`config.mk`:
```
export PLATFORM = sky130hd
export DESIGN_NAME = sd_block_arbiter
export DESIGN_NICKNAME = d
export VERILOG_FILES = /design/src/rtl/sd_block_arbiter.sv
export SDC_FILE = /design/constraint.sdc
export NUM_CORES = 1
export LEC_CHECK = 0
export CAP_MARGIN = 40
export CORE_ASPECT_RATIO = 1.5
export CORE_MARGIN = 4
export CORE_UTILIZATION = 38
export CTS_CLUSTER_DIAMETER = 60
export CTS_CLUSTER_SIZE = 40
export DETAILED_ROUTE_END_ITERATION = 8
export PLACE_DENSITY_LB_ADDON = 0.25
export SYNTH_ARGS = -nofsm -noshare
export SYNTH_HDL_FRONTEND = slang
export SYNTH_SLANG_ARGS = --single-unit
```
`constraint.sdc`:
```
create_clock -name clk_sys -period 2.4 [get_ports clk_sys]
set_input_delay 0.48 -clock clk_sys [delete_from_list [all_inputs] [get_ports clk_sys]]
set_output_delay 0.48 -clock clk_sys [all_outputs]
set_load 0.02 [all_outputs]
```
`src/rtl/sd_block_arbiter.sv`:
```
// sd_block_arbiter: shares the single hps_io SD block channel between NREQ
// virtual-drive requesters, granted round-robin.
//
// Ports:
//   clk_sys, reset_n            clock, async active-low reset
//   req_valid/req_write/req_lba per-requester block request (held until req_ready)
//   req_ready                   one-cycle accept pulse to the granted requester
//   done/err                    one-cycle completion pulse (err coincident with done)
//   sd_lba/sd_rd/sd_wr          request side of hps_io SD channel
//   sd_ack/sd_buff_wr           acknowledge and per-byte strobe from hps_io
//   busy                        high whenever not idle (including post-reset sync)
//   cur_id                      index of the requester currently being served
//
// Optional feature: define SD_TIMEOUT_EN to add a TIMEOUT_CYC watchdog over the
// ISSUE and XFER phases; on expiry the operation completes with err and the
// arbiter resynchronises to sd_ack low.
module sd_block_arbiter #(
    parameter int unsigned NREQ        = 3,
    parameter int unsigned IDW         = 2,
    parameter logic [23:0] TIMEOUT_CYC = 24'hFFFFFF
) (
    input  logic                 clk_sys,
    input  logic                 reset_n,
    input  logic [NREQ-1:0]      req_valid,
    input  logic [NREQ-1:0]      req_write,
    input  logic [32*NREQ-1:0]   req_lba,
    output logic [NREQ-1:0]      req_ready,
    output logic [NREQ-1:0]      done,
    output logic [NREQ-1:0]      err,
    output logic [31:0]          sd_lba,
    output logic [NREQ-1:0]      sd_rd,
    output logic [NREQ-1:0]      sd_wr,
    input  logic                 sd_ack,
    input  logic                 sd_buff_wr,
    output logic                 busy,
    output logic [IDW-1:0]       cur_id
);

    typedef enum logic [2:0] {StSync, StIdle, StIssue, StXfer, StDone} state_t;

    state_t          state_q, state_d;
    logic [IDW-1:0]  last_grant_q;
    logic [IDW-1:0]  id_q;
    logic            wr_q;
    logic [31:0]     sd_lba_q;
    logic [NREQ-1:0] sd_rd_q, sd_wr_q, req_ready_q;
    logic [9:0]      byte_cnt_q;

    logic            pick_found;
    logic [IDW-1:0]  pick_id, idx;
    logic [NREQ-1:0] pick_oh, id_oh;
    logic [31:0]     pick_lba;
    logic            pick_wr;
    logic            err_cond;

`ifdef SD_TIMEOUT_EN
    logic [23:0]     tmo_cnt_q;
    logic            tmo_q;
    logic            tmo_hit;
    assign tmo_hit = ((state_q == StIssue) || (state_q == StXfer)) && (tmo_cnt_q == TIMEOUT_CYC);
`else
    logic unused_tmo;
    assign unused_tmo = ^TIMEOUT_CYC;
`endif

    // Round-robin search starting one past the last served requester.
    always_comb begin
        pick_found = 1'b0;
        pick_id    = '0;
        idx        = '0;
        for (int k = 1; k <= int'(NREQ); k++) begin
            idx = IDW'((int'(last_grant_q) + k) % int'(NREQ));
            if (!pick_found && req_valid[idx]) begin
                pick_found = 1'b1;
                pick_id    = idx;
            end
        end
        pick_oh  = '0;
        pick_lba = '0;
        pick_wr  = 1'b0;
        id_oh    = '0;
        for (int i = 0; i < int'(NREQ); i++) begin
            if (pick_id == IDW'(i)) begin
                pick_oh[i] = pick_found;
                pick_lba   = req_lba[32*i +: 32];
                pick_wr    = req_write[i];
            end
            if (id_q == IDW'(i)) begin
                id_oh[i] = 1'b1;
            end
        end
    end

    always_comb begin
        state_d = state_q;
        unique case (state_q)
            StSync:  if (!sd_ack)   state_d = StIdle;
            StIdle:  if (pick_found) state_d = StIssue;
            StIssue: if (sd_ack)    state_d = StXfer;
            StXfer:  if (!sd_ack)   state_d = StDone;
            StDone:                 state_d = StIdle;
            default:                state_d = StSync;
        endcase
`ifdef SD_TIMEOUT_EN
        if (tmo_hit) state_d = StDone;
        // A timed-out transfer may still be live on hps_io; wait for ack to drop.
        if ((state_q == StDone) && tmo_q) state_d = StSync;
`endif
    end

    always_ff @(posedge clk_sys or negedge reset_n) begin
        if (!reset_n) begin
            state_q <= StSync;
        end else begin
            state_q <= state_d;
        end
    end

    always_ff @(posedge clk_sys or negedge reset_n) begin
        if (!reset_n) begin
            last_grant_q <= IDW'(NREQ - 1);
            id_q         <= '0;
            wr_q         <= 1'b0;
            sd_lba_q     <= '0;
            sd_rd_q      <= '0;
            sd_wr_q      <= '0;
            req_ready_q  <= '0;
            byte_cnt_q   <= '0;
`ifdef SD_TIMEOUT_EN
            tmo_cnt_q    <= '0;
            tmo_q        <= 1'b0;
`endif
        end else begin
            req_ready_q <= '0;
            if ((state_q == StIdle) && pick_found) begin
                id_q        <= pick_id;
                wr_q        <= pick_wr;
                sd_lba_q    <= pick_lba;
                req_ready_q <= pick_oh;
                sd_rd_q     <= pick_wr ? '0 : pick_oh;
                sd_wr_q     <= pick_wr ? pick_oh : '0;
            end
            if ((state_q == StIssue) && sd_ack) begin
                sd_rd_q    <= '0;
                sd_wr_q    <= '0;
                byte_cnt_q <= '0;
            end
            if ((state_q == StXfer) && sd_buff_wr && (byte_cnt_q != 10'h3FF)) begin
                byte_cnt_q <= byte_cnt_q + 10'd1;
            end
            if (state_q == StDone) begin
                last_grant_q <= id_q;
            end
`ifdef SD_TIMEOUT_EN
            if ((state_q == StIssue) || (state_q == StXfer)) begin
                tmo_cnt_q <= tmo_cnt_q + 24'd1;
            end else begin
                tmo_cnt_q <= '0;
            end
            if (tmo_hit) begin
                sd_rd_q <= '0;
                sd_wr_q <= '0;
                tmo_q   <= 1'b1;
            end
            if (state_q == StDone) begin
                tmo_q <= 1'b0;
            end
`endif
        end
    end

`ifdef SD_TIMEOUT_EN
    assign err_cond = tmo_q || (!wr_q && (byte_cnt_q != 10'd512));
`else
    assign err_cond = !wr_q && (byte_cnt_q != 10'd512);
`endif

    assign done      = (state_q == StDone) ? id_oh : '0;
    assign err       = ((state_q == StDone) && err_cond) ? id_oh : '0;
    assign req_ready = req_ready_q;
    assign sd_lba    = sd_lba_q;
    assign sd_rd     = sd_rd_q;
    assign sd_wr     = sd_wr_q;
    assign busy      = (state_q != StIdle);
    assign cur_id    = id_q;

endmodule
```
=== Word level (Yosys, flattened, before mapping) ===
Cells that the tools add are included.

* Div/mod/pow operators: 3
* Multiplexer cells: 40
* $add $sub $neg: 4
* Eq/ne operators: 15
* Magnitude comparators: 3
* Reduce and logical (&&, ||, !) cells: 17

{| class="wikitable"
|+ Operators by type and width
! kind !! number
|-
| 32-bit by 3-bit modulo with 32-bit output (second input constant) || 3
|-
| 32-bit 2-to-1 mux || 3
|-
| 3-bit 2-to-1 mux || 13
|-
| 10-bit 2-to-1 mux || 2
|-
| 10-bit inequality test (second input constant) || 2
|-
| 1-bit 2-to-1 mux || 15
|-
| 3-bit one-hot mux with 5 select lines || 1
|-
| 10-bit by 1-bit adder with 10-bit output (second input constant) || 1
|-
| 2-bit by 3-bit < comparator with 1-bit output (second input constant) || 3
|-
| 1-bit logical AND || 8
|-
| 2-bit inequality test (second input constant) || 4
|-
| 2-bit by 2-bit adder with 3-bit output (second input constant) || 2
|-
| 1-bit binary-select mux with 2-bit select || 3
|-
| 3-bit by 2-bit == test with 1-bit output (second input constant) || 2
|-
| 2-bit 2-to-1 mux || 3
|-
| 2-bit by 1-bit == test with 1-bit output (second input constant) || 2
|-
| 2-bit == test (second input constant) || 2
|-
| 2-bit logical NOT || 2
|-
| 4-bit AND reduction || 1
|-
| 2-bit nonzero test || 2
|-
| 2-bit by 1-bit adder with 3-bit output (second input constant) || 1
|-
| 3-bit by 1-bit == test with 1-bit output (second input constant) || 1
|-
| 3-bit == test (second input constant) || 1
|-
| 1-bit logical NOT || 3
|-
| 2 further kinds || 2
|}

* Flip-flop bits (word level): 59
* Word-level logic and storage cells: 91
* Input port bits: 106

=== Longest topological paths before layout ===
Gate-level depths: netlist of the first run.

* Depth after elaboration: 18
* Gate-level depth with buffers: 10
* Gate-level depth less buffers: 7

=== Least setup slack after synthesis of the first run ===
OpenSTA, ideal clock, no wires.

* Kind: register to register
* Start: register last_grant_q[1]
* End: register sd_lba_q[10] (netlist: sd_lba[10])
* Required time: 2258 ps
* Cell stages (with the launch flop): 10
* Data arrival time: 2210 ps
* Slack: 48 ps
* Path through: dfstp_2 > ha_1 > buf_6 > nor2b_1 > o31a_1 > or3b_1 > buf_6 > buf_6 > mux2i_1 > o221ai_1

* Longest elaborated chain between the ends: 15

{| class="wikitable"
|+ RTL lines
! what !! line !! RTL
|-
| start: declaration || 42 || <nowiki>logic [IDW-1:0] last_grant_q;</nowiki>
|-
| start signal: assignment || 121 || <nowiki>last_grant_q <= IDW'(NREQ - 1);</nowiki>
|-
| start signal: assignment || 152 || <nowiki>last_grant_q <= id_q;</nowiki>
|-
| 2-bit by 1-bit adder with 3-bit output || 72 || <nowiki>idx = IDW'((int'(last_grant_q) + k) % int'(NREQ));</nowiki>
|-
| 32-bit by 3-bit modulo with 32-bit output || 72 ||
|-
| 1-bit binary-select mux with 2-bit select || 73 || <nowiki>if (!pick_found && req_valid[idx]) begin</nowiki>
|-
| 1-bit 2-to-1 mux (implied by the code) || 73 ||
|-
| 1-bit 2-to-1 mux || 73 ||
|-
| 1-bit logical NOT || 73 ||
|-
| 1-bit logical AND || 73 ||
|-
| 1-bit 2-to-1 mux || 73 ||
|-
| 1-bit logical NOT || 73 ||
|-
| 1-bit logical AND || 73 ||
|-
| 2-bit 2-to-1 mux || 73 ||
|-
| 2-bit logical NOT || 83 || <nowiki>if (pick_id == IDW'(i)) begin</nowiki>
|-
| 32-bit 2-to-1 mux (3 in series) || 83 ||
|-
| end signal: assignment || 138 || <nowiki>sd_lba_q <= pick_lba;</nowiki>
|-
| end: declaration || 45 || <nowiki>logic [31:0] sd_lba_q;</nowiki>
|}

Several ways; a longest one is shown, not always the timed one. The select of a mux whose other input is x is not followed.
A chain may end at the register's enable or synchronous reset.

=== Worst setup path after layout of the first run ===
* Start: register last_grant_q[1]
* End: register sd_lba_q[11] (netlist: sd_lba[11])

The elaborated chain is that of the path after synthesis.

==> summary.md, run 1 <==
| Metric | Value |
|---|---|
| Dominant delay contributor by cell family on the critical path | `simple AND/OR/NAND/NOR gates` |
| First-pass GRT wire length | `17500 um` |
| Number of design-rule violations left by the first detailed-router iteration | `170` |
| Synth top area cells | `dfrtp_1, mux2i_1, nand2_1, o221ai_1, o21ai_0` |
| Post-synthesis register bit count | `59` |
| Slowest cell on the critical path | `dfstp_2` |
| Layout overhead on the synthesized area | `69.9%` |
| Post-DRT Antenna Nets | `0` |
| Detail Route met3 WL | `1020 um` |
| Netlist Area Pre-Place | `3400 sq um` |
| Floorplan Core Area | `8780 sq um` |
| Wire length on met2 | `6250 um` |
| Uppermost layer routed | `met4` |
| Number of buffers added on ports | `155` |
| Area leader, netlist | `dfrtp_1` |
| Number of global-route vias before repair | `3663` |
| I/O pin total | `156` |
| Critical path, cell by cell | `inv_4 -> ha_4 -> nor4bb_1 -> o31a_1 -> or3b_4 -> clkbuf_16 -> mux2i_1 -> o221ai_1` |
| Number of hold violations in the final report | `0` |
| Period utilisation layout | `97.1%` |
| Portion of total power attributed to combinational logic | `59.9%` |
| Count of buffering cells on the critical path with inverters included | `2` |
| GRT Util Overall | `21.2%` |
| Clock-pin slew on the worst setup and hold paths | `0.05 ns` |
| Cell internal power dissipation | `0.00438 W` |
| DIE HEIGHT | `124 um` |
| Time the worst path needs with I/O delays and setup | `2.33 ns` |
| Pins Over Slew Limit | `0` |
| Number of warnings printed during yosys synthesis | `0` |
| Library cell used as clock root buffer | `clkbuf_16` |
| Die Area | `10600 sq um` |
| Instance count of the mapped netlist | `360` |
| Data required time of the critical path | `2.59 ns` |
| Overflow left after global routing | `0` |
| Outcome | `finished, final reports clean` |
| Endpoint type of the worst setup path | `register` |
| Sequential share of power | `23.1%` |
| Effective utilization at floorplan | `38.7%` |
| Number of different library cells in the post-synthesis netlist | `50` |
| Proportion of synthesized chip area in sequential cells | `43.5%` |
| Aggregate negative setup slack | `0 ns` |
| Max rail drop VDD | `0.590 mV` |
| Placed cells | `627` |
| Worst setup slack after layout | `0.0705 ns` |
| Synth Net Count | `471` |
| Drt drc | `0` |
| Maximum count of clock buffers along a single path | `2` |
| DP Wirelength | `8240 um` |
| Antenna diodes | `0` |
| Static leakage power | `2.47 nW` |
| Net Switching | `0.00290 W` |
| CTS tree | `yes` |
| Sink count of the clock tree | `59` |
| Routed wire length | `11900 um` |
| Maximum clock rate | `429 MHz` |
| Pre-CTS setup slack | `-0.235 ns` |
| Count of non-filler cells in the finished layout | `652` |
| Ratio of cells with drive above 1 in the final layout | `15.5%` |
| Final layout net count | `648` |
| Crit-path max FO | `7` |
| Post-layout util | `65.8%` |
| Transition time of the tightest slew-check pin | `0.376 ns` |
| Path type of the worst setup path | `reg -> reg` |
| Areal power density over the cells | `1260 nW/um^2` |
| Initial antenna violation count | `0` |
| Critical path depth in cells | `8` |
| RSZ-0062 raised after global routing | `yes` |
| Post-route clock skew | `0.00785 ns` |
| Number of placement rows | `42` |
| Kind of start point of the critical path | `register` |
| Slew headroom | `74.9%` |
| Pin count of the biggest net entering global routing | `60` |
| Max-cap violations | `0` |
| WP data arrival | `2.52 ns` |
| Depth of the worst register-to-register path | `8` |
| Tightest hold margin | `0.155 ns` |
| Total via count in the routed design | `3517` |
| Critical path's largest stage delay | `0.59 ns` |
| M1 WL | `4170 um` |
| Setup-violating endpoint count in the final report | `0` |
| Sw Ratio | `39.8%` |
| Hold Path Class | `in -> async` |
| Routed wirelength normalized by instance count | `18.2 um` |
| Part of the power in the clock network | `17.0%` |
| Total clock buffers created by CTS | `9` |
| Final weighted congestion in routability-driven placement | `0.821` |
| Mean post-synth cell area | `9.44 sq um` |
| Htree depth | `3` |
| Number of enable-type register cells in the synthesized netlist | `0` |
| Most used flip-flop cell after synthesis | `dfrtp_1` |
| Area fraction of the dominant cell type after synthesis | `42.7%` |
| Vias per cell | `5.39` |
| Width of the chip | `85.2 um` |
| Async S/R FF share, synth | `100%` |
| Clock latency on the worst-skew pair | `0.33 ns` |
| First-pass iteration count of the detailed router | `4` |
through the flow:
stage	cell area, sq um	power [W]
after floorplan	3400	0.00395
after global placement	5200	0.00543
after detailed placement	5200	0.00553
after CTS	5530	0.00683
after global routing	5770	0.00774
final	5770	0.00728
flip-flops by register name (all words and copies together) (netlist names), 2 cells and up:
register,count
req_ready,3
cur_id,2
last_grant_q,2
sd_wr,3
state_q,3
sd_lba,32
byte_cnt_q,10
sd_rd,3
worst reg2reg max path: cells and delay by family (launching register included):
kind,cells,cell delay (ns)
AND/OR/NAND/NOR,2,0.59
flip-flops,1,0.59
AO/OA/AOI/OAI,2,0.40
buffers and inverters,2,0.26
adder cells (fa/ha/maj),1,0.19
multiplexers,1,0.16
cells in the final DEF, fill, tap and decap left out, types with 3 or more instances in the layout:
cell | synthesis | routed
clkdlybuf4s50_1 | 0 | 148
nand2_1 | 76 | 76
dfrtp_1 | 58 | 57
mux2i_1 | 34 | 31
o221ai_1 | 32 | 29
buf_4 | 0 | 23
o21ai_0 | 20 | 19
nand3_1 | 15 | 15
nor2_1 | 16 | 15
clkbuf_16 | 0 | 13
inv_1 | 10 | 9
o31ai_1 | 7 | 6
buf_12 | 0 | 6
nand2b_1 | 5 | 5
nor2b_1 | 6 | 4
nor3_1 | 4 | 4
clkbuf_8 | 0 | 4
o31ai_2 | 2 | 3
a21oi_1 | 3 | 3
nand4b_1 | 3 | 3
o221ai_2 | 0 | 3
ha_4 | 0 | 3
buf_6 | 8 | 3
dlymetal6s2s_1 | 0 | 3
clkbuf_2 | 0 | 3
metal layers:
metal | track usage (%) | up-vias
met5 | 0 | -
met4 | 10.8 | 0
met3 | 8.01 | 30
met2 | 38.3 | 145
met1 | 21.1 | 1669
li1 | - | 1673
synthesized netlist by cell type (2+ instances only):
library cell and number:
a22oi_1 2, o31ai_2 2, inv_1 10, nand3_1 15, o221ai_1 32, nand4_1 2, nand2_1 76, a21oi_1 3
ha_1 5, mux2i_1 34, nor2_1 16, and2_1 2, dfrtp_1 58, o31ai_1 7, clkbuf_1 11, nor3_1 4
nor2b_1 6, mux2_2 2, buf_6 8, o41ai_1 2, o21ai_0 20, buf_2 6, nand4b_1 3, nor4bb_1 2
nand2b_1 5, a21o_1 2, and3_1 2
worst paths after layout:
kind                                             startpoint                     endpoint  slack (ns)
worst max-delay path            last_grant_q[1]$_DFFE_PN1P_       sd_lba[11]$_DFFE_PN0P_        0.07
max in group asynchronous                           reset_n  last_grant_q[1]$_DFFE_PN1P_        1.95
worst max register to register  last_grant_q[1]$_DFFE_PN1P_       sd_lba[11]$_DFFE_PN0P_        0.07
worst min-delay path                                reset_n       state_q[1]$_DFFE_PN0P_        0.16
worst min register to register        sd_lba[7]$_DFFE_PN0P_        sd_lba[7]$_DFFE_PN0P_        0.49
min in group clk_sys                  sd_lba[7]$_DFFE_PN0P_        sd_lba[7]$_DFFE_PN0P_        0.49
kinds of logic (layout without fill, tap and decap cells):
group,count (synthesis),in the layout,synth area share (%)
compound gates,80,80,18.0
flops,59,59,43.5
xor+xnor,2,2,0.516
fa+ha+maj,5,5,1.84
buf+inv,36,218,5.96
simple gates,142,142,19.5
mux,36,36,10.7
power groups by stage:
| stage | Sequential, W | Combinational, W | Clock [W] |
|---|---|---|---|
| 2_1_floorplan | 0.00204 | 0.00191 | 0 |
| 3_3_place_gp | 0.00167 | 0.00376 | 0 |
| 3_5_place_dp | 0.00167 | 0.00386 | 0 |
| 4_1_cts | 0.00167 | 0.00389 | 0.00127 |
| 5_1_grt | 0.00173 | 0.00470 | 0.00131 |
| 6_report | 0.00168 | 0.00437 | 0.00124 |
what timing repair did:
item / 4_1_cts / 5_1_grt
pin swaps: 1 / 6
setup buffers: 1 / 3
resized for setup: 11 / 33
cloned: 0 / 5
hold buffers: 0 / 0
setup endpoints to repair: 42 / 42
layout make-up:
cell class	instances	area, sq um
clock inverters	1	5.00
fillers	722	3000
repair buffers	191	1970
inverters	11	43.8
well taps	110	138
multi-input cells	265	1860
clock buffers	15	288
flip-flops and latches	59	1480
Power figures use the tool's default switching activity.
==> run 2, diff against run 1 <==
- CORE_MARGIN: 4 -> 5
- GPL_TIMING_DRIVEN: not set -> 0
==> run 2 against run 1 <==
Against the previous run: the flow now finishes with violations (setup timing); die area up 4.0%; clock skew down 0.0017 ns; count of clock-buffer cells in the layout shrank 4; fmax shrank 3.7%; non-clock buffer count down 2; critical endpoint is now sd_lba[5]$_DFFE_PN0P_; largest power group unchanged.
==> summary.md, run 2 (same netlist as run 1, synthesis figures left out) <==
| Metric | Value |
|---|---|
| Outcome | `finished, violations left` |
| Violated checks | `setup timing` |
| Pre-CTS setup slack | `-0.517 ns (-0.282 ns)` |
| Tightest hold margin | `0.185 ns (+0.0299 ns)` |
| Final design instance area without fill | `5580 sq um (-3.3%)` |
| DIE HEIGHT | `126 um (+1.6%)` |
| Aggregate negative setup slack | `-0.0192 ns (-0.0192 ns)` |
| Vias per cell | `5.37 (-0.50%)` |
| Width of the chip | `87.2 um (+2.3%)` |
| Worst setup slack after layout | `-0.0187 ns (-0.0892 ns)` |
| Antenna diodes | `0 (unchanged)` |
| Maximum clock rate | `413 MHz (-3.7%)` |
| GRT Util Overall | `20.5% (-0.75 points)` |
| Post-Place Cell Area | `5100 sq um (-1.9%)` |
| Period utilisation layout | `101% (+3.7 points)` |
| Kind of start point of the critical path | `register` |
| Commonest cells after routing, fill and taps aside | `clkdlybuf4s50_1, nand2_1, dfrtp_1` |
| Flip-flop count of the largest register after layout | `32 (unchanged)` |
| Net Switching | `0.00284 W (-2.1%)` |
| Max-cap violations | `0 (unchanged)` |
| Htree depth | `3 (unchanged)` |
| Sequential share of power | `24.2% (+1.1 points)` |
| Drt drc | `0 (unchanged)` |
| Post-DRT Antenna Nets | `0 (unchanged)` |
| # fillers | `758 (+5.0%)` |
| Max rail drop VDD | `0.642 mV (+8.8%)` |
| Endpoint type of the worst setup path | `register` |
| Static leakage power | `2.34 nW (-5.5%)` |
| Transition time of the tightest slew-check pin | `0.636 ns (+0.260 ns)` |
| Slew headroom | `57.6% (-17 points)` |
| Sw Ratio | `41.0% (+1.2 points)` |
| Part of the power in the clock network | `16.5% (-0.5 points)` |
| CTS tree | `yes` |
| Portion of total power attributed to combinational logic | `59.3% (-0.6 points)` |
| WP data arrival | `2.60 ns (+0.08 ns)` |
| Layout overhead on the synthesized area | `64.2%` |
| Overflow left after global routing | `0 (unchanged)` |
| Areal power density over the cells | `1240 nW/um^2 (-1.6%)` |
| Final layout net count | `646 (-0.31%)` |
| Setup-violating endpoint count in the final report | `2 (+2)` |
| DP Wirelength | `8410 um (+2.0%)` |
| Ratio of cells with drive above 1 in the final layout | `15.1% (-0.44 points)` |
| Number of hold violations in the final report | `0 (unchanged)` |
| Pin count of the biggest net entering global routing | `35 (-42%)` |
| I/O pin total | `156 (unchanged)` |
| Routed wire length | `11200 um (-5.5%)` |
| Effective utilization at floorplan | `38.7% (unchanged)` |
| Number of placement rows | `42 (unchanged)` |
| Clock-pin slew on the worst setup and hold paths | `0.05 ns (about the same)` |
| Number of buffers added on ports | `155 (unchanged)` |
| Number of design-rule violations left by the first detailed-router iteration | `191 (+12%)` |
| Data required time of the critical path | `2.58 ns (about the same)` |
| Floorplan Core Area | `8780 sq um (unchanged)` |
| Pins Over Slew Limit | `0 (unchanged)` |
| Total clock buffers created by CTS | `9 (unchanged)` |
| Cell internal power dissipation | `0.00409 W (-6.8%)` |
| First-pass iteration count of the detailed router | `4 (unchanged)` |
| Post-route clock skew | `0.00617 ns (-0.00167 ns)` |
| Maximum count of clock buffers along a single path | `2 (unchanged)` |
| Crit-path max FO | `10 (+3)` |
| Final weighted congestion in routability-driven placement | `0.840 (+2.3%)` |
| Initial antenna violation count | `0 (unchanged)` |
| Total power of the final layout | `0.00693 W (-4.9%)` |
| Library cell used as clock root buffer | `clkbuf_16` |
| First-pass GRT wire length | `17800 um (+1.8%)` |
| Clock latency on the worst-skew pair | `0.32 ns (about the same)` |
| Routed wirelength normalized by instance count | `17.3 um (-4.9%)` |
| Sink count of the clock tree | `59 (unchanged)` |
| Time the worst path needs with I/O delays and setup | `2.42 ns (+0.0892 ns)` |
| Path type of the worst setup path | `reg -> reg` |
| Total via count in the routed design | `3478 (-1.1%)` |
| RSZ-0062 raised after global routing | `yes` |
| Die Area | `11000 sq um (+4.0%)` |
| Hold Path Class | `in -> async` |
| Number of global-route vias before repair | `3708 (+1.2%)` |
| Most common cell after layout, fill and taps aside | `clkdlybuf4s50_1` |
-- run 2: routing by layer --
metal | vias up | global-route usage (%) | wire length [um]
li1 | 1666 | - | -
met5 | - | 0 | 0
met1 | 1652 | 22.0 | 4120
met4 | 0 | 5.33 | 240
met2 | 141 | 37.2 | 5860
met3 | 19 | 7.45 | 999
-- run 2: area by class of cell --
class | count | area, sq um | share of cell area [%]
multi-input cells | 265 | 1850 | 33.2
clock inverters | 3 | 15.0 | 0.269
flip-flops and latches | 59 | 1480 | 26.5
clock buffers | 11 | 253 | 4.53
inverters | 11 | 41.3 | 0.740
plain buffers | 25 | 189 | 3.38
repair buffers | 164 | 1620 | 29.0
well taps | 110 | 138 | 2.47
-- run 2: per-stage QoR --
| step | std cells | util (%) |
|---|---|---|
| floorplan | 360 | - |
| global placement | 625 | 58.0 |
| detailed placement | 626 | 58.1 |
| CTS | 648 | 62.7 |
| global route | 648 | 63.6 |
| finish | 648 | 63.6 |
-- run 2: critical path, cell delays in order, from the launching register on --
cell	delay, ns
dfstp_2	0.57
inv_2	0.06
ha_4	0.18
nor4bb_1	0.14
o31a_1	0.32
or3b_1	0.37
buf_6	0.16
buf_6	0.16
mux2i_2	0.20
o221ai_1	0.13
-- run 2: power groups by stage --
stage          registers (W)  logic, W  clock network, W
2_1_floorplan        0.00204   0.00191                 0
3_3_place_gp         0.00166   0.00368                 0
3_5_place_dp         0.00167   0.00374                 0
4_1_cts              0.00167   0.00401           0.00116
5_1_grt              0.00173   0.00443           0.00121
6_report             0.00168   0.00411           0.00114
-- run 2: timing repair --
item | CTS | global route
buffers inserted | 8 | 0
gates resized for setup | 32 | 23
hold buffers | 0 | 0
pin swaps | 4 | 4
setup endpoints to repair | 49 | 53
-- run 2: final timing paths --
kind                                              from                           to  slack, ns  depth (start not counted)
hold / removal                                 reset_n        sd_lba[4]$_DFFE_PN0P_       0.19                          1
setup / recovery           last_grant_q[1]$_DFFE_PN1P_        sd_lba[5]$_DFFE_PN0P_      -0.02                          9
min in group clk_sys            sd_lba[26]$_DFFE_PN0P_       sd_lba[26]$_DFFE_PN0P_       0.49                          2
hold reg to reg                 sd_lba[26]$_DFFE_PN0P_       sd_lba[26]$_DFFE_PN0P_       0.49                          2
max in group asynchronous                      reset_n  last_grant_q[1]$_DFFE_PN1P_       1.55                          2
setup reg to reg           last_grant_q[1]$_DFFE_PN1P_        sd_lba[5]$_DFFE_PN0P_      -0.02                          9
==> run 3, diff against run 2 <==
- CTS_CLUSTER_SIZE: 40 -> not set
- SKIP_LAST_GASP: not set -> 1
==> run 3 against run 2 <==
Against the previous run: the flow still finishes with violations (setup timing); non-clock buffer count decreased by 1; sequential power about the same; wire length increased by 0.38%; die area unchanged; clock skew increased by 0.00099 ns; flip-flop and latch count unchanged; sequential share of layout area unchanged; critical path depth unchanged; count of clock-buffer cells in the layout unchanged.
==> summary.md, run 3 (same netlist as run 1, synthesis figures left out) <==
| Metric | Value |
|---|---|
| Outcome | `finished, violations left` |
| Violated checks | `setup timing` |
| Aggregate negative setup slack | `-0.0185 ns (+0.000648 ns)` |
| Start point of the critical path | `last_grant_q[1]$_DFFE_PN1P_` |
| Crit path capture | `sd_lba[5]$_DFFE_PN0P_` |
| Total power of the final layout | `0.00692 W (about the same)` |
| Critical path, cell by cell | `ha_4 -> buf_6 -> nor2b_1 -> o31a_1 -> or3b_1 -> buf_6 -> buf_6 -> mux2i_2 -> o221ai_1` |
| Number of buffers added on ports | `155 (unchanged)` |
| Cell with the most instances on the worst path | `buf_6` |
| Routed wirelength normalized by instance count | `17.4 um (+0.54%)` |
| Number of design-rule violations left by the first detailed-router iteration | `174 (-8.9%)` |
| WP data arrival | `2.60 ns (about the same)` |
| Count of non-filler cells in the finished layout | `647 (-0.15%)` |
| Final layout net count | `645 (-0.15%)` |
| Transition time of the tightest slew-check pin | `0.635 ns (-0.000906 ns)` |
| Path type of the worst setup path | `reg -> reg` |
| Sw Ratio | `41.0% (about the same)` |
| Setup-violating endpoint count in the final report | `1 (-1)` |
| Initial antenna violation count | `0 (unchanged)` |
| Post-route clock skew | `0.00716 ns (+0.000992 ns)` |
| Die Area | `11000 sq um (unchanged)` |
| Floorplan Core Area | `8780 sq um (unchanged)` |
| Layout overhead on the synthesized area | `64.2% (unchanged)` |
| Width of the chip | `87.2 um (unchanged)` |
| Pins Over Slew Limit | `0 (unchanged)` |
| Ratio of cells with drive above 1 in the final layout | `14.9% (-0.16 points)` |
| Period utilisation layout | `101% (about the same)` |
| Capture instance of the worst register-to-register path | `sd_lba[5]$_DFFE_PN0P_` |
| Clock-pin slew on the worst setup and hold paths | `0.05 ns (about the same)` |
| Commonest cells after routing, fill and taps aside | `clkdlybuf4s50_1, nand2_1, dfrtp_1` |
| Final weighted congestion in routability-driven placement | `0.840 (unchanged)` |
| Htree depth | `3 (unchanged)` |
| CTS tree | `yes` |
| Total via count in the routed design | `3486 (+0.23%)` |
| Max-cap violations | `0 (unchanged)` |
| I/O pin total | `156 (unchanged)` |
| # fillers | `755 (-0.40%)` |
| Number of placement rows | `42 (unchanged)` |
| Net Switching | `0.00284 W (about the same)` |
| Time the worst path needs with I/O delays and setup | `2.42 ns (-0.000187 ns)` |
| Drt drc | `0 (unchanged)` |
| RSZ-0062 raised after global routing | `yes` |
| Part of the power in the clock network | `16.5% (about the same)` |
| DIE HEIGHT | `126 um (unchanged)` |
| Sequential share of power | `24.5% (+0.3 points)` |
| Pin count of the biggest net entering global routing | `35 (unchanged)` |
| Static leakage power | `2.34 nW (about the same)` |
| Slew headroom | `57.7% (+0.060 points)` |
| Worst setup slack after layout | `-0.0185 ns (+0.000187 ns)` |
| Total clock buffers created by CTS | `9 (unchanged)` |
| Reg2reg start | `last_grant_q[1]$_DFFE_PN1P_` |
| Post-CTS Hold Fix Bufs | `0 (unchanged)` |
| Slowest cell on the critical path | `dfstp_2` |
| Critical path's largest stage delay | `0.57 ns (about the same)` |
| Crit-path max FO | `10 (unchanged)` |
| First-pass iteration count of the detailed router | `4 (unchanged)` |
| Antenna diodes | `0 (unchanged)` |
| Endpoint type of the worst setup path | `register` |
| Overflow left after global routing | `0 (unchanged)` |
| Post-DRT Antenna Nets | `0 (unchanged)` |
| Vias per cell | `5.39 (+0.38%)` |
| Maximum count of clock buffers along a single path | `2 (unchanged)` |
| Kind of start point of the critical path | `register` |
| Number of hold violations in the final report | `0 (unchanged)` |
| Tightest hold margin | `0.186 ns (+0.00113 ns)` |
| DP Wirelength | `8410 um (unchanged)` |
| Max rail drop VDD | `0.642 mV (about the same)` |
| Cell internal power dissipation | `0.00408 W (about the same)` |
| GRT Util Overall | `20.5% (unchanged)` |
| Data required time of the critical path | `2.58 ns (about the same)` |
| Library cell used as clock root buffer | `clkbuf_16` |
| Hold Path Class | `in -> async` |
| First-pass GRT wire length | `17800 um (unchanged)` |
| Number of global-route vias before repair | `3708 (unchanged)` |
| Maximum clock rate | `413 MHz (about the same)` |
| Post-layout util | `63.6% (unchanged)` |
| Flip-flop count of the largest register after layout | `32 (unchanged)` |
| Depth of the worst register-to-register path | `9 (unchanged)` |
| Sink count of the clock tree | `59 (unchanged)` |
| Worst reg2reg setup slack | `-0.02 ns (about the same)` |
| Placed cells | `626 (unchanged)` |
| Routed wire length | `11300 um (+0.38%)` |
| Areal power density over the cells | `1240 nW/um^2 (about the same)` |
| Clock latency on the worst-skew pair | `0.32 ns (about the same)` |
| Portion of total power attributed to combinational logic | `59.0% (-0.3 points)` |
| Effective utilization at floorplan | `38.7% (unchanged)` |
| Most common cell after layout, fill and taps aside | `clkdlybuf4s50_1` |
-- run 3: repair_timing --
action                                  in CTS  in global routing
buffers inserted                             8                  0
resized for setup                           31                 22
pin swaps                                    4                  5
endpoints found under the setup margin      49                 53
-- run 3: area by class of cell --
type	count	area, sq um	area share (%)
clock inverter	3	15.0	0.269
timing repair buffer	164	1620	29.1
inverter	11	41.3	0.740
tap	110	138	2.47
clock buffer	11	253	4.53
multi-input combinational	265	1850	33.2
sequential	59	1480	26.5
buffer	24	185	3.32
-- run 3: critical path, delay by kind of cell (launching register included) --
family                     cells  cell delay, ns
AOI/OAI and AO/OA              2            0.38
adders and majority gates      1            0.21
buffers and inverters          3            0.44
DFF                            1            0.57
muxes                          1            0.20
and+or+nand+nor                2            0.49
-- run 3: through the flow --
step	setup WS [ns]	area, sq um
after global routing	-0.103	5580
after global placement	-1.09	5090
final	-0.0185	5580
after floorplan	0.0479	3400
after CTS	-0.0125	5500
after detailed placement	-0.517	5100
-- run 3: power by group through the flow --
stage          registers [W]  logic [W]  clock network [W]
2_1_floorplan        0.00204    0.00191                  0
3_3_place_gp         0.00166    0.00368                  0
3_5_place_dp         0.00167    0.00374                  0
4_1_cts              0.00167    0.00401            0.00116
5_1_grt              0.00174    0.00441            0.00121
6_report             0.00170    0.00409            0.00114
-- run 3: how the worst min path moves through the flow --
| stage | start | end | slack (ns) | cells after the start |
|---|---|---|---|---|
| finish | reset_n | sd_lba[4]$_DFFE_PN0P_ | 0.19 | 1 |
| global route | reset_n | sd_lba[4]$_DFFE_PN0P_ | 0.22 | 1 |
| CTS | reset_n | sd_rd[2]$_DFFE_PN0P_ | 0.20 | 1 |
| detailed placement | sd_lba[25]$_DFFE_PN0P_ | sd_lba[25]$_DFFE_PN0P_ | 0.48 | 2 |
| global placement | sd_lba[24]$_DFFE_PN0P_ | sd_lba[24]$_DFFE_PN0P_ | 0.47 | 2 |
| floorplan | reset_n | byte_cnt_q[0]$_DFFE_PN0P_ | 0.18 | 0 |
-- run 3: per-layer routing --
metal  vias up  global-route usage, %  share of wire [%]
li1       1657                      -                  -
met1      1651                   22.0                 36
met2       159                   37.2                 52
met3        19                   7.45                9.2
met4         0                   5.33                2.2
met5         -                      0                  0
